File: config.mk
export PLATFORM = sky130hd
export DESIGN_NAME = addr_shift_reg
export DESIGN_NICKNAME = d
export VERILOG_FILES = /design/src/rtl/addr_shift_reg.sv
export SDC_FILE = /design/constraint.sdc
export NUM_CORES = 1
export LEC_CHECK = 0
export CELL_PAD_IN_SITES_DETAIL_PLACEMENT = 0
export CELL_PAD_IN_SITES_GLOBAL_PLACEMENT = 1
export CORE_MARGIN = 2
export CORE_UTILIZATION = 25
export DETAILED_ROUTE_END_ITERATION = 10
export DONT_BUFFER_PORTS = 1
export GPL_ROUTABILITY_DRIVEN = 0
export PLACE_DENSITY_LB_ADDON = 0.1
export SLEW_MARGIN = 0
export SYNTH_ARGS = -nofsm -noshare
export SYNTH_HDL_FRONTEND = slang
export SYNTH_SLANG_ARGS = --single-unit
File: constraint.sdc
create_clock -name clk -period 4.8 [get_ports clk]
set_clock_uncertainty 0.1 [all_clocks]
set_input_delay 1.44 -clock clk [delete_from_list [all_inputs] [get_ports clk]]
set_output_delay 1.44 -clock clk [all_outputs]
set_load 0.1 [all_outputs]
File: src/rtl/addr_shift_reg.sv
// addr_shift_reg: collects the MSB-first I2C word-address bytes into a
// shadow register and hands the completed start address to the address mux
// atomically, together with a one-clock load strobe. It also raises an ACK
// request for the bus controller after each address byte.
module addr_shift_reg #(
  parameter int ADDR_WIDTH = 16
) (
  input  logic                  clk,
  input  logic                  resetN,
  input  logic                  sdaIn,
  input  logic                  sclRise,
  input  logic                  startDet,
  input  logic                  stopDet,
  input  logic                  addrPhaseEn,
  output logic [ADDR_WIDTH-1:0] shiftRegOut,
  output logic                  selStartAddr,
  output logic                  ackReq,
  output logic                  byteDone,
  output logic                  busy
);

  // Number of address bytes follows from the width and cannot be overridden.
  localparam int ADDR_BYTES = ADDR_WIDTH / 8;
  localparam int BYTE_CNT_W = (ADDR_BYTES > 1) ? $clog2(ADDR_BYTES) : 1;
  localparam logic [BYTE_CNT_W-1:0] LAST_BYTE = BYTE_CNT_W'(ADDR_BYTES - 1);
  localparam logic [BYTE_CNT_W-1:0] BYTE_ONE  = BYTE_CNT_W'(1);

  typedef enum logic [1:0] {
    ST_IDLE  = 2'd0,
    ST_SHIFT = 2'd1,
    ST_ACK   = 2'd2,
    ST_DONE  = 2'd3
  } state_t;

  state_t                  state_q, state_d;
  logic [ADDR_WIDTH-1:0]   shadow_q, shadow_d;
  logic [2:0]              bit_cnt_q, bit_cnt_d;
  logic [BYTE_CNT_W-1:0]   byte_cnt_q, byte_cnt_d;
  logic [ADDR_WIDTH-1:0]   shift_reg_out_q, shift_reg_out_d;
  logic                    sel_start_addr_q, sel_start_addr_d;
  logic                    ack_req_q, ack_req_d;
  logic                    byte_done_q, byte_done_d;
  logic                    busy_q, busy_d;

  logic                    bus_event_s;

  assign bus_event_s = startDet | stopDet;

  // Next-state and next-output computation for the address deserializer.
  always_comb begin
    state_d          = state_q;
    shadow_d         = shadow_q;
    bit_cnt_d        = bit_cnt_q;
    byte_cnt_d       = byte_cnt_q;
    shift_reg_out_d  = shift_reg_out_q;
    sel_start_addr_d = 1'b0;
    byte_done_d      = 1'b0;

    case (state_q)
      ST_IDLE: begin
        if (bus_event_s) begin
          state_d = ST_IDLE;
        end else if (addrPhaseEn) begin
          state_d    = ST_SHIFT;
          shadow_d   = '0;
          bit_cnt_d  = 3'd0;
          byte_cnt_d = '0;
        end else begin
          state_d = ST_IDLE;
        end
      end

      ST_SHIFT: begin
        if (bus_event_s || !addrPhaseEn) begin
          // Abort: drop the partial address, keep the last good one.
          state_d    = ST_IDLE;
          shadow_d   = '0;
          bit_cnt_d  = 3'd0;
          byte_cnt_d = '0;
        end else if (sclRise) begin
          shadow_d = {shadow_q[ADDR_WIDTH-2:0], sdaIn};
          if (bit_cnt_q == 3'd7) begin
            bit_cnt_d   = 3'd0;
            byte_done_d = 1'b1;
            state_d     = ST_ACK;
          end else begin
            bit_cnt_d = bit_cnt_q + 3'd1;
          end
        end else begin
          state_d = ST_SHIFT;
        end
      end

      ST_ACK: begin
        if (bus_event_s || !addrPhaseEn) begin
          state_d    = ST_IDLE;
          shadow_d   = '0;
          bit_cnt_d  = 3'd0;
          byte_cnt_d = '0;
        end else if (sclRise) begin
          // ACK bit clock: SDA belongs to us here, so it is not sampled.
          byte_cnt_d = byte_cnt_q + BYTE_ONE;
          if (byte_cnt_q == LAST_BYTE) begin
            shift_reg_out_d  = shadow_q;
            sel_start_addr_d = 1'b1;
            state_d          = ST_DONE;
          end else begin
            state_d = ST_SHIFT;
          end
        end else begin
          state_d = ST_ACK;
        end
      end

      ST_DONE: begin
        if (bus_event_s || !addrPhaseEn) begin
          state_d = ST_IDLE;
        end else begin
          state_d = ST_DONE;
        end
      end

      default: begin
        state_d    = ST_IDLE;
        shadow_d   = '0;
        bit_cnt_d  = 3'd0;
        byte_cnt_d = '0;
      end
    endcase

    // Status outputs are registered views of the state being entered.
    ack_req_d = (state_d == ST_ACK);
    busy_d    = (state_d == ST_SHIFT) || (state_d == ST_ACK);
  end

  // State, counters, shadow and registered outputs with synchronous reset.
  always_ff @(posedge clk) begin
    if (!resetN) begin
      state_q          <= ST_IDLE;
      shadow_q         <= '0;
      bit_cnt_q        <= 3'd0;
      byte_cnt_q       <= '0;
      shift_reg_out_q  <= '0;
      sel_start_addr_q <= 1'b0;
      ack_req_q        <= 1'b0;
      byte_done_q      <= 1'b0;
      busy_q           <= 1'b0;
    end else begin
      state_q          <= state_d;
      shadow_q         <= shadow_d;
      bit_cnt_q        <= bit_cnt_d;
      byte_cnt_q       <= byte_cnt_d;
      shift_reg_out_q  <= shift_reg_out_d;
      sel_start_addr_q <= sel_start_addr_d;
      ack_req_q        <= ack_req_d;
      byte_done_q      <= byte_done_d;
      busy_q           <= busy_d;
    end
  end

  assign shiftRegOut  = shift_reg_out_q;
  assign selStartAddr = sel_start_addr_q;
  assign ackReq       = ack_req_q;
  assign byteDone     = byte_done_q;
  assign busy         = busy_q;

endmodule
==> results.json, run 1 <==
{
  "ys_async_sr_fraction_pct": 0,
  "r2r_setup_slack_ps": 3000,
  "post_cts_resize_count": 0,
  "detail_route.first_pass.iterations": 4,
  "grt_pass1_wl_um": 5664,
  "wl_cell_um": 13.28,
  "vias": 1165,
  "pin_count_of_the_biggest_net_entering_global_routing": 44,
  "std_cell_rows": 29,
  "timing.reg2reg.worst_path_depth": 7,
  "grt_antenna_before_repair": 0,
  "yosys_warnings": 0,
  "run_status": "finished clean",
  "maxCapViolations": 0,
  "ys_types": 34,
  "synth.top_cells.by_area": "dfxtp_1 (52%), nand2_1 (13%), o22ai_1 (6.9%), a21boi_0 (5.1%), a21boi_1 (2.3%)",
  "die-width_um": 84.66,
  "fp.dieArea_sq_um": 7167,
  "cts_root_buffer": "clkbuf_8",
  "buffers_inserted_during_post_cts_setup_optimization": 0,
  "startpoint_type": "flip-flop",
  "synthesis.nets": 192,
  "gr-total-overflow": 0,
  "min_delay_path_depth": 2,
  "antenna_left": 0,
  "n_antenna_cell": 0,
  "netlist_area_sq_um": 1627,
  "drive_gt1_share_pct": 6.818,
  "detailedPlacementHpwl_um": 2216,
  "post_synthesis_average_cell_area_sq_um": 8.937,
  "critical_path_class": "flip-flop to output pin",
  "synth_largest_type_area_fraction_pct": 51.69,
  "grt_pass1_vias": 1216,
  "arrival_ps": 1270,
  "vias_per_cell": 4.605,
  "grt_usage_pct": 9.908,
  "critical_path_required_ps": 3260,
  "area_growth_syn_to_layout_pct": 7.462,
  "ys_seq_elements": 42,
  "critical_path.max_fanout": 2,
  "clock_latency_ps": 290,
  "port_buffers": 0,
  "cts_htree_levels": 2,
  "synth_flop_cell": "dfxtp_1",
  "tns_ps": 0,
  "crit_cells": 0,
  "synth_common_cells": "nand2_1 (57), dfxtp_1 (42), o22ai_1 (18)",
  "max_slew.worst_pin.slew_ps": 975.2,
  "maxSlewViolCount": 0,
  "min-delay-path-class": "flip-flop to flip-flop",
  "ctsLongestPathBuffers": 2,
  "leakage_power_nw": 0.5619,
  "drc": 0,
  "finalSetupViolCount": 0,
  "numCtsBuffers": 5,
  "rsz0062_at_grt": "no",
  "clock-sinks": 42,
  "start_util_pct": 25.76,
  "nNetsFinal": 186,
  "placeable_core_region_sq_um": 6314,
  "sequential_cell_area_sq_um": 840.8,
  "cts.clk_slew.worst_paths_ps": 80,
  "post_synth_inst_count": 182,
  "yosys.cell_count.top_type": "nand2_1",
  "final_period_minus_worst_setup_slack_ps": 2807,
  "finalWirelength_um": 3361,
  "ctsHoldBuffers": 0,
  "fp.dieH_um": 84.66,
  "layout_worst_path_cycle_share_pct": 58.49,
  "slew-limit-headroom_pct": 34.90,
  "totalPowerFinal_uw": 643.7,
  "ir_drop_uv": 146.3,
  "critPathCaptureType": "output pin",
  "netlist.top_cell.by_area": "dfxtp_1",
  "fillerInstances": 719,
  "synth-edff-count": 0,
  "multiInputGateArea_sq_um": 694.4,
  "io-pin-count": 27,
  "synth-seq-area-share_pct": 51.69,
  "power.density_cell_area_nw_per_um2": 368.2,
  "cts_tree": "yes",
  "drt_iter0_drc": 65,
  "max_freq_ghz": 0.3562,
  "hold_viol_final": 0
}
-- sequential cells by signal, indices dropped and copies added, names as in the netlist --
name,flops
shadow_q,16
byteDone,1
shiftRegOut,16
busy,1
bit_cnt_q,3
byte_cnt_q,1
ackReq,1
selStartAddr,1
state_q,2
-- metrics by stage --
| stage | utilization, % | std cells | hold slack (ps) | setup WS [ps] | area (sq um) |
|---|---|---|---|---|---|
| after floorplan | - | 182 | 331.0 | 2080 | 1627 |
| after detailed placement | 25.90 | 246 | 359.3 | 1693 | 1635 |
| after global routing | 27.69 | 253 | 390.1 | 1822 | 1748 |
| final | 27.69 | 253 | 364.8 | 1993 | 1748 |
| after global placement | 25.90 | 246 | 347.0 | 1774 | 1635 |
| after CTS | 27.69 | 253 | 371.5 | 1979 | 1748 |
-- cells in the final DEF (no fill, tap or decap) --
cell / n
nand2_1: 57
dfxtp_1: 42
o22ai_1: 18
a21boi_0: 11
nor2_1: 6
clkbuf_8: 6
a21boi_1: 5
o21ai_0: 3
ha_1: 3
nand4b_1: 2
nor2b_1: 2
or3b_4: 1
a21o_1: 1
inv_1: 1
a22oi_1: 1
nand2b_1: 1
or2_2: 1
nor2_4: 1
or2_1: 1
nor3b_2: 1
nand3_1: 1
nor3b_1: 1
or3_1: 1
and3_1: 1
mux2i_1: 1
nand2_2: 1
and2_1: 1
nor3_1: 1
nand3b_1: 1
a31oi_1: 1
o21a_1: 1
bufinv_16: 1
-- final timing paths --
kind	to	from
setup / recovery	shiftRegOut[0]	shiftRegOut[0]$_SDFFE_PN0P_
hold / removal	shiftRegOut[13]$_SDFFE_PN0P_	shadow_q[13]$_SDFFE_PN0P_
hold reg to reg	shiftRegOut[13]$_SDFFE_PN0P_	shadow_q[13]$_SDFFE_PN0P_
setup reg to reg	busy$_SDFF_PN0_	bit_cnt_q[0]$_SDFFE_PN0P_
-- per-layer routing --
| metal | vias up | wire length [um] | track usage, % |
|---|---|---|---|
| met5 | - | 0 | 0 |
| met4 | 0 | 44 | 4.185 |
| met3 | 5 | 149 | 3.540 |
| met2 | 19 | 1609 | 16.25 |
| met1 | 538 | 1557 | 11.71 |
| li1 | 603 | - | - |
-- report_power, final --
part	switching (mW)	internal, mW	total (mW)
clock	0.116	0.166	0.283
combinational	0.00535	0.00482	0.0102
sequential	0.00216	0.349	0.351
total	0.124	0.520	0.644
-- kinds of logic (layout without fill, tap and decap cells) --
family / after synthesis / after routing / share of synthesized area [%]
simple gates: 81 / 81 / 22.77
flops: 42 / 42 / 51.69
compound gates: 41 / 41 / 17.00
buf+inv: 14 / 8 / 5.615
fa+ha+maj: 3 / 3 / 2.308
mux: 1 / 1 / 0.6154
-- cell type report --
type	instances	share of cell area, %
Clock buffer	6	4.724
Clock inverter	1	1.718
Inverter	1	0.2147
Multi-Input combinational cell	126	39.73
Sequential cell	42	48.10
Tap cell	77	5.512
No activity file was read; power rests on OpenSTA's default activity.
==> inputs of run 2 (changes only) <==
- clock period: 4.8 -> 2.73 ns (I/O delays scaled with it)
==> results.json, run 2 (synthesis results as in run 1) <==
{
  "run_status": "finished clean",
  "max_slew.worst_pin.slew_ps": 604.2,
  "die-width_um": 84.66,
  "arrival_ps": 1970,
  "numCtsBuffers": 5,
  "area_growth_syn_to_layout_pct": 16.92,
  "mostFrequentLayoutCells": "nand2_1 (57), dfxtp_1 (42), buf_4 (21), o22ai_1 (18), a21boi_0 (11)",
  "maxCapViolations": 0,
  "final_core_util_pct": 30.12,
  "mostFrequentLayoutCell": "nand2_1",
  "n_antenna_cell": 0,
  "critical_path.max_fanout": 16,
  "fillerInstances": 692,
  "cp-startpoint": "stopDet",
  "min-delay-path-class": "flip-flop to flip-flop",
  "power.share.combinational_pct": 2.0,
  "ctsHoldBuffers": 0,
  "grt_pass1_vias": 1178,
  "io-pin-count": 27,
  "sequential_cell_area_sq_um": 840.8,
  "cts_tree": "yes",
  "slew-limit-headroom_pct": 59.72,
  "ctsLongestPathBuffers": 2,
  "rsz0062_at_grt": "no",
  "gr-total-overflow": 0,
  "layout_worst_path_cycle_share_pct": 69.46,
  "critical_path_required_ps": 2810,
  "power.density_cell_area_nw_per_um2": 588.0,
  "grt_pass1_wl_um": 5547,
  "post_cts_resize_count": 0,
  "placeable_core_region_sq_um": 6314,
  "vias": 1268,
  "drc": 0,
  "swShare_pct": 20.24,
  "nNetsFinal": 207,
  "drt_iter0_drc": 49,
  "detail_route.first_pass.iterations": 4,
  "drive_gt1_share_pct": 17.17,
  "antenna_left": 0,
  "critPathCaptureType": "flip-flop",
  "finalWorstSetupSlack_ps": 833.6,
  "clock-sinks": 42,
  "finalSetupViolCount": 0,
  "totalPowerFinal_mw": 1.118,
  "start_util_pct": 25.76,
  "pin_count_of_the_biggest_net_entering_global_routing": 44,
  "fp.dieH_um": 84.66,
  "power_report.internal_total_uw": 891.9,
  "critical_path_class": "input port to flip-flop",
  "leakage_power_nw": 0.6768,
  "tns_ps": 0,
  "startpoint_type": "input port",
  "wl_cell_um": 12.32,
  "vias_per_cell": 4.611,
  "fp.dieArea_sq_um": 7167,
  "source_of_the_worst_hold_timing_path": "shadow_q[4]$_SDFFE_PN0P_",
  "cts_htree_levels": 2,
  "ir_drop_uv": 195.3,
  "grt_usage_pct": 9.857,
  "seq_power_share_pct": 54.9,
  "buffers_inserted_during_post_cts_setup_optimization": 0,
  "cts_root_buffer": "clkbuf_8",
  "cts.clk_slew.worst_paths_ps": 80,
  "clock_latency_ps": 290,
  "finalWirelength_um": 3387,
  "multiInputGateArea_sq_um": 694.4,
  "std_cell_rows": 29,
  "p_sw_uw": 226.4,
  "fin_hold_ws_ps": 356.0,
  "detailedPlacementHpwl_um": 2232,
  "pre_cts_slack_ps": 479.0,
  "power.clock.fraction_pct": 43.1,
  "hold_viol_final": 0,
  "port_buffers": 0,
  "crit-reg2reg-launch": "bit_cnt_q[0]$_SDFFE_PN0P_",
  "final_period_minus_worst_setup_slack_ps": 1896,
  "grt_antenna_before_repair": 0,
  "max_freq_ghz": 0.5273,
  "maxSlewViolCount": 0
}
[run 2: critical path: stages]
cell      delay, ps
or3b_4          430
or2_1           480
nand2_1         160
a21boi_0         90
[run 2: area by class of cell]
| type | instances | share of cell area, % |
|---|---|---|
| inverters | 1 | 0.1974 |
| multi-input cells | 126 | 36.51 |
| repair buffers | 21 | 8.289 |
| well taps | 77 | 5.066 |
| clock buffers | 5 | 3.618 |
| clock inverters | 3 | 2.105 |
| flip-flops and latches | 42 | 44.21 |
[run 2: path summary, 6_finish.rpt]
path / depth (start not counted) / slack, ps / end
setup / recovery: 4 / 830 / shiftRegOut[8]$_SDFFE_PN0P_
hold / removal: 2 / 360 / shiftRegOut[4]$_SDFFE_PN0P_
hold reg to reg: 2 / 360 / shiftRegOut[4]$_SDFFE_PN0P_
setup reg to reg: 7 / 910 / busy$_SDFF_PN0_
[run 2: power by group through the flow]
| stage | clock, mW | combinational, mW | sequential (mW) |
|---|---|---|---|
| 2_1_floorplan | 0 | 0.0284 | 0.631 |
| 3_5_place_dp | 0 | 0.0229 | 0.628 |
| 6_report | 0.482 | 0.0226 | 0.614 |
| 3_3_place_gp | 0 | 0.0226 | 0.628 |
| 5_1_grt | 0.528 | 0.0242 | 0.614 |
| 4_1_cts | 0.502 | 0.0229 | 0.614 |
[run 2: through the flow]
stage / area, sq um / instances
after floorplan: 1627 / 182
after global placement: 1793 / 267
after detailed placement: 1793 / 267
after CTS: 1902 / 275
after global routing: 1902 / 275
final: 1902 / 275
[run 2: routing by layer]
layer / up-vias / global-route usage, % / part of all wire [%]
li1: 643 / - / -
met1: 600 / 11.14 / 46
met2: 20 / 16.68 / 48
met3: 5 / 3.540 / 4.4
met4: 0 / 4.329 / 2.0
met5: - / 0 / 0
==> inputs of run 3 (changes only) <==
- clock period: 2.73 -> 1.8 ns (I/O delays scaled with it)
==> results.json, run 3 (synthesis results as in run 1) <==
{
  "placeable_core_region_sq_um": 6314,
  "postLayoutCellArea_sq_um": 2043,
  "fillerInstances": 671,
  "maxSlewViolCount": 0,
  "tns_ps": 0,
  "detailedPlacementHpwl_um": 2256,
  "timing.reg2reg.worst_path_depth": 7,
  "critPathCaptureType": "flip-flop",
  "cts_tree": "yes",
  "run_status": "finished clean",
  "min_delay_path_depth": 1,
  "finalWirelength_um": 3323,
  "grt_usage_pct": 10.19,
  "mostFrequentLayoutCells": "nand2_1 (57), dfxtp_1 (41), buf_4 (26), o22ai_1 (18), a21boi_0 (11)",
  "maxCapViolations": 0,
  "fin_hold_ws_ps": 276.3,
  "placement.cell_area_sq_um": 1903,
  "drc": 0,
  "cts.clk_slew.worst_paths_ps": 80,
  "final_period_minus_worst_setup_slack_ps": 1682,
  "max_slew.worst_pin.slew_ps": 328.2,
  "pre_cts_slack_ps": -33.37,
  "port_buffers": 0,
  "clock_latency_ps": 290,
  "rsz0062_at_grt": "no",
  "vias": 1291,
  "n_antenna_cell": 0,
  "antenna_left": 0,
  "critical_path.max_fanout": 3,
  "power.density_cell_area_nw_per_um2": 831.2,
  "r2r_setup_slack_ps": 120,
  "crit-reg2reg-launch": "bit_cnt_q[1]$_SDFFE_PN0P_",
  "wl_cell_um": 11.70,
  "ir_drop_uv": 446.6,
  "pin_count_of_the_biggest_net_entering_global_routing": 44,
  "grt_antenna_before_repair": 0,
  "drt_iter0_drc": 42,
  "clock-sinks": 42,
  "post-place-cells": 275,
  "rr_endpoint": "busy$_SDFF_PN0_",
  "stdcell_count": 284,
  "critical_path_class": "flip-flop to flip-flop",
  "finalSetupViolCount": 0,
  "die-width_um": 84.66,
  "max_freq_ghz": 0.5946,
  "totalPowerFinal_mw": 1.698,
  "slew-limit-headroom_pct": 78.09,
  "detail_route.first_pass.iterations": 4,
  "mostFrequentLayoutCell": "nand2_1",
  "min-delay-path-class": "input port to flip-flop",
  "io-pin-count": 27,
  "final_core_util_pct": 32.36,
  "layout_worst_path_cycle_share_pct": 93.44,
  "start_util_pct": 25.76,
  "std_cell_rows": 29,
  "startpoint_type": "flip-flop",
  "fp.dieH_um": 84.66,
  "critical_path_required_ps": 1920,
  "hold_viol_final": 0,
  "cts_htree_levels": 2,
  "vias_per_cell": 4.546,
  "area_growth_syn_to_layout_pct": 25.62,
  "numCtsBuffers": 5,
  "gr-total-overflow": 0,
  "finalWorstSetupSlack_ps": 118.1,
  "grt_pass1_vias": 1247,
  "fp.dieArea_sq_um": 7167,
  "ctsLongestPathBuffers": 2,
  "cts_root_buffer": "clkbuf_8",
  "leakage_power_nw": 0.7273,
  "terminating_pin_of_the_worst_hold_path": "byte_cnt_q$_SDFFE_PN0P_",
  "source_of_the_worst_hold_timing_path": "resetN",
  "arrival_ps": 1810,
  "grt_pass1_wl_um": 5768,
  "drive_gt1_share_pct": 21.26,
  "nNetsFinal": 216
}
-- run 3: layer usage --
metal / GRT usage, % / vias up / wire [um]
met5: 0 / - / 0
met4: 4.906 / 0 / 65
met3: 4.326 / 5 / 177
met2: 16.61 / 22 / 1616
met1: 11.47 / 599 / 1463
li1: - / 665 / -
-- run 3: report_power, final --
group	leakage [nW]	switching (mW)	internal (mW)
clock	0.0524	0.311	0.415
sequential	0.339	0.00147	0.929
combinational	0.336	0.0201	0.0210
-- run 3: repair_timing --
| action | in CTS | in global routing |
|---|---|---|
| resized for setup | 2 | 4 |
| hold buffers | 0 | 0 |
| pin swaps | 0 | 1 |
| setup endpoints to repair | 2 | 2 |
| setup buffers | 0 | 1 |
-- run 3: area by class of cell --
cell class	count	area [sq um]	share of cell area [%]
sequential	42	842.1	41.21
multi-input combinational	126	719.4	35.21
timing repair buffer	30	275.3	13.47
tap	77	96.34	4.715
clock buffer	7	76.32	3.735
clock inverter	1	30.03	1.470
inverter	1	3.754	0.1837
-- run 3: worst max-delay path by stage --
stage / slack (ps) / cells past startpoint / to / startpoint
finish: 120 / 7 / busy$_SDFF_PN0_ / bit_cnt_q[1]$_SDFFE_PN0P_
global route: 10 / 7 / busy$_SDFF_PN0_ / bit_cnt_q[0]$_SDFFE_PN0P_
floorplan: 1 / 4 / busy$_SDFF_PN0_ / startDet
global placement: -20 / 4 / busy$_SDFF_PN0_ / startDet
CTS: 30 / 7 / busy$_SDFF_PN0_ / bit_cnt_q[0]$_SDFFE_PN0P_
detailed placement: -30 / 4 / busy$_SDFF_PN0_ / startDet
-- run 3: critical path, cell delays in order (launching register included) --
cell,delay [ps]
dfxtp_1,340
ha_4,170
ha_4,160
nand4b_1,100
o21ai_1,90
or2_2,280
ha_1,290
nor2b_1,100
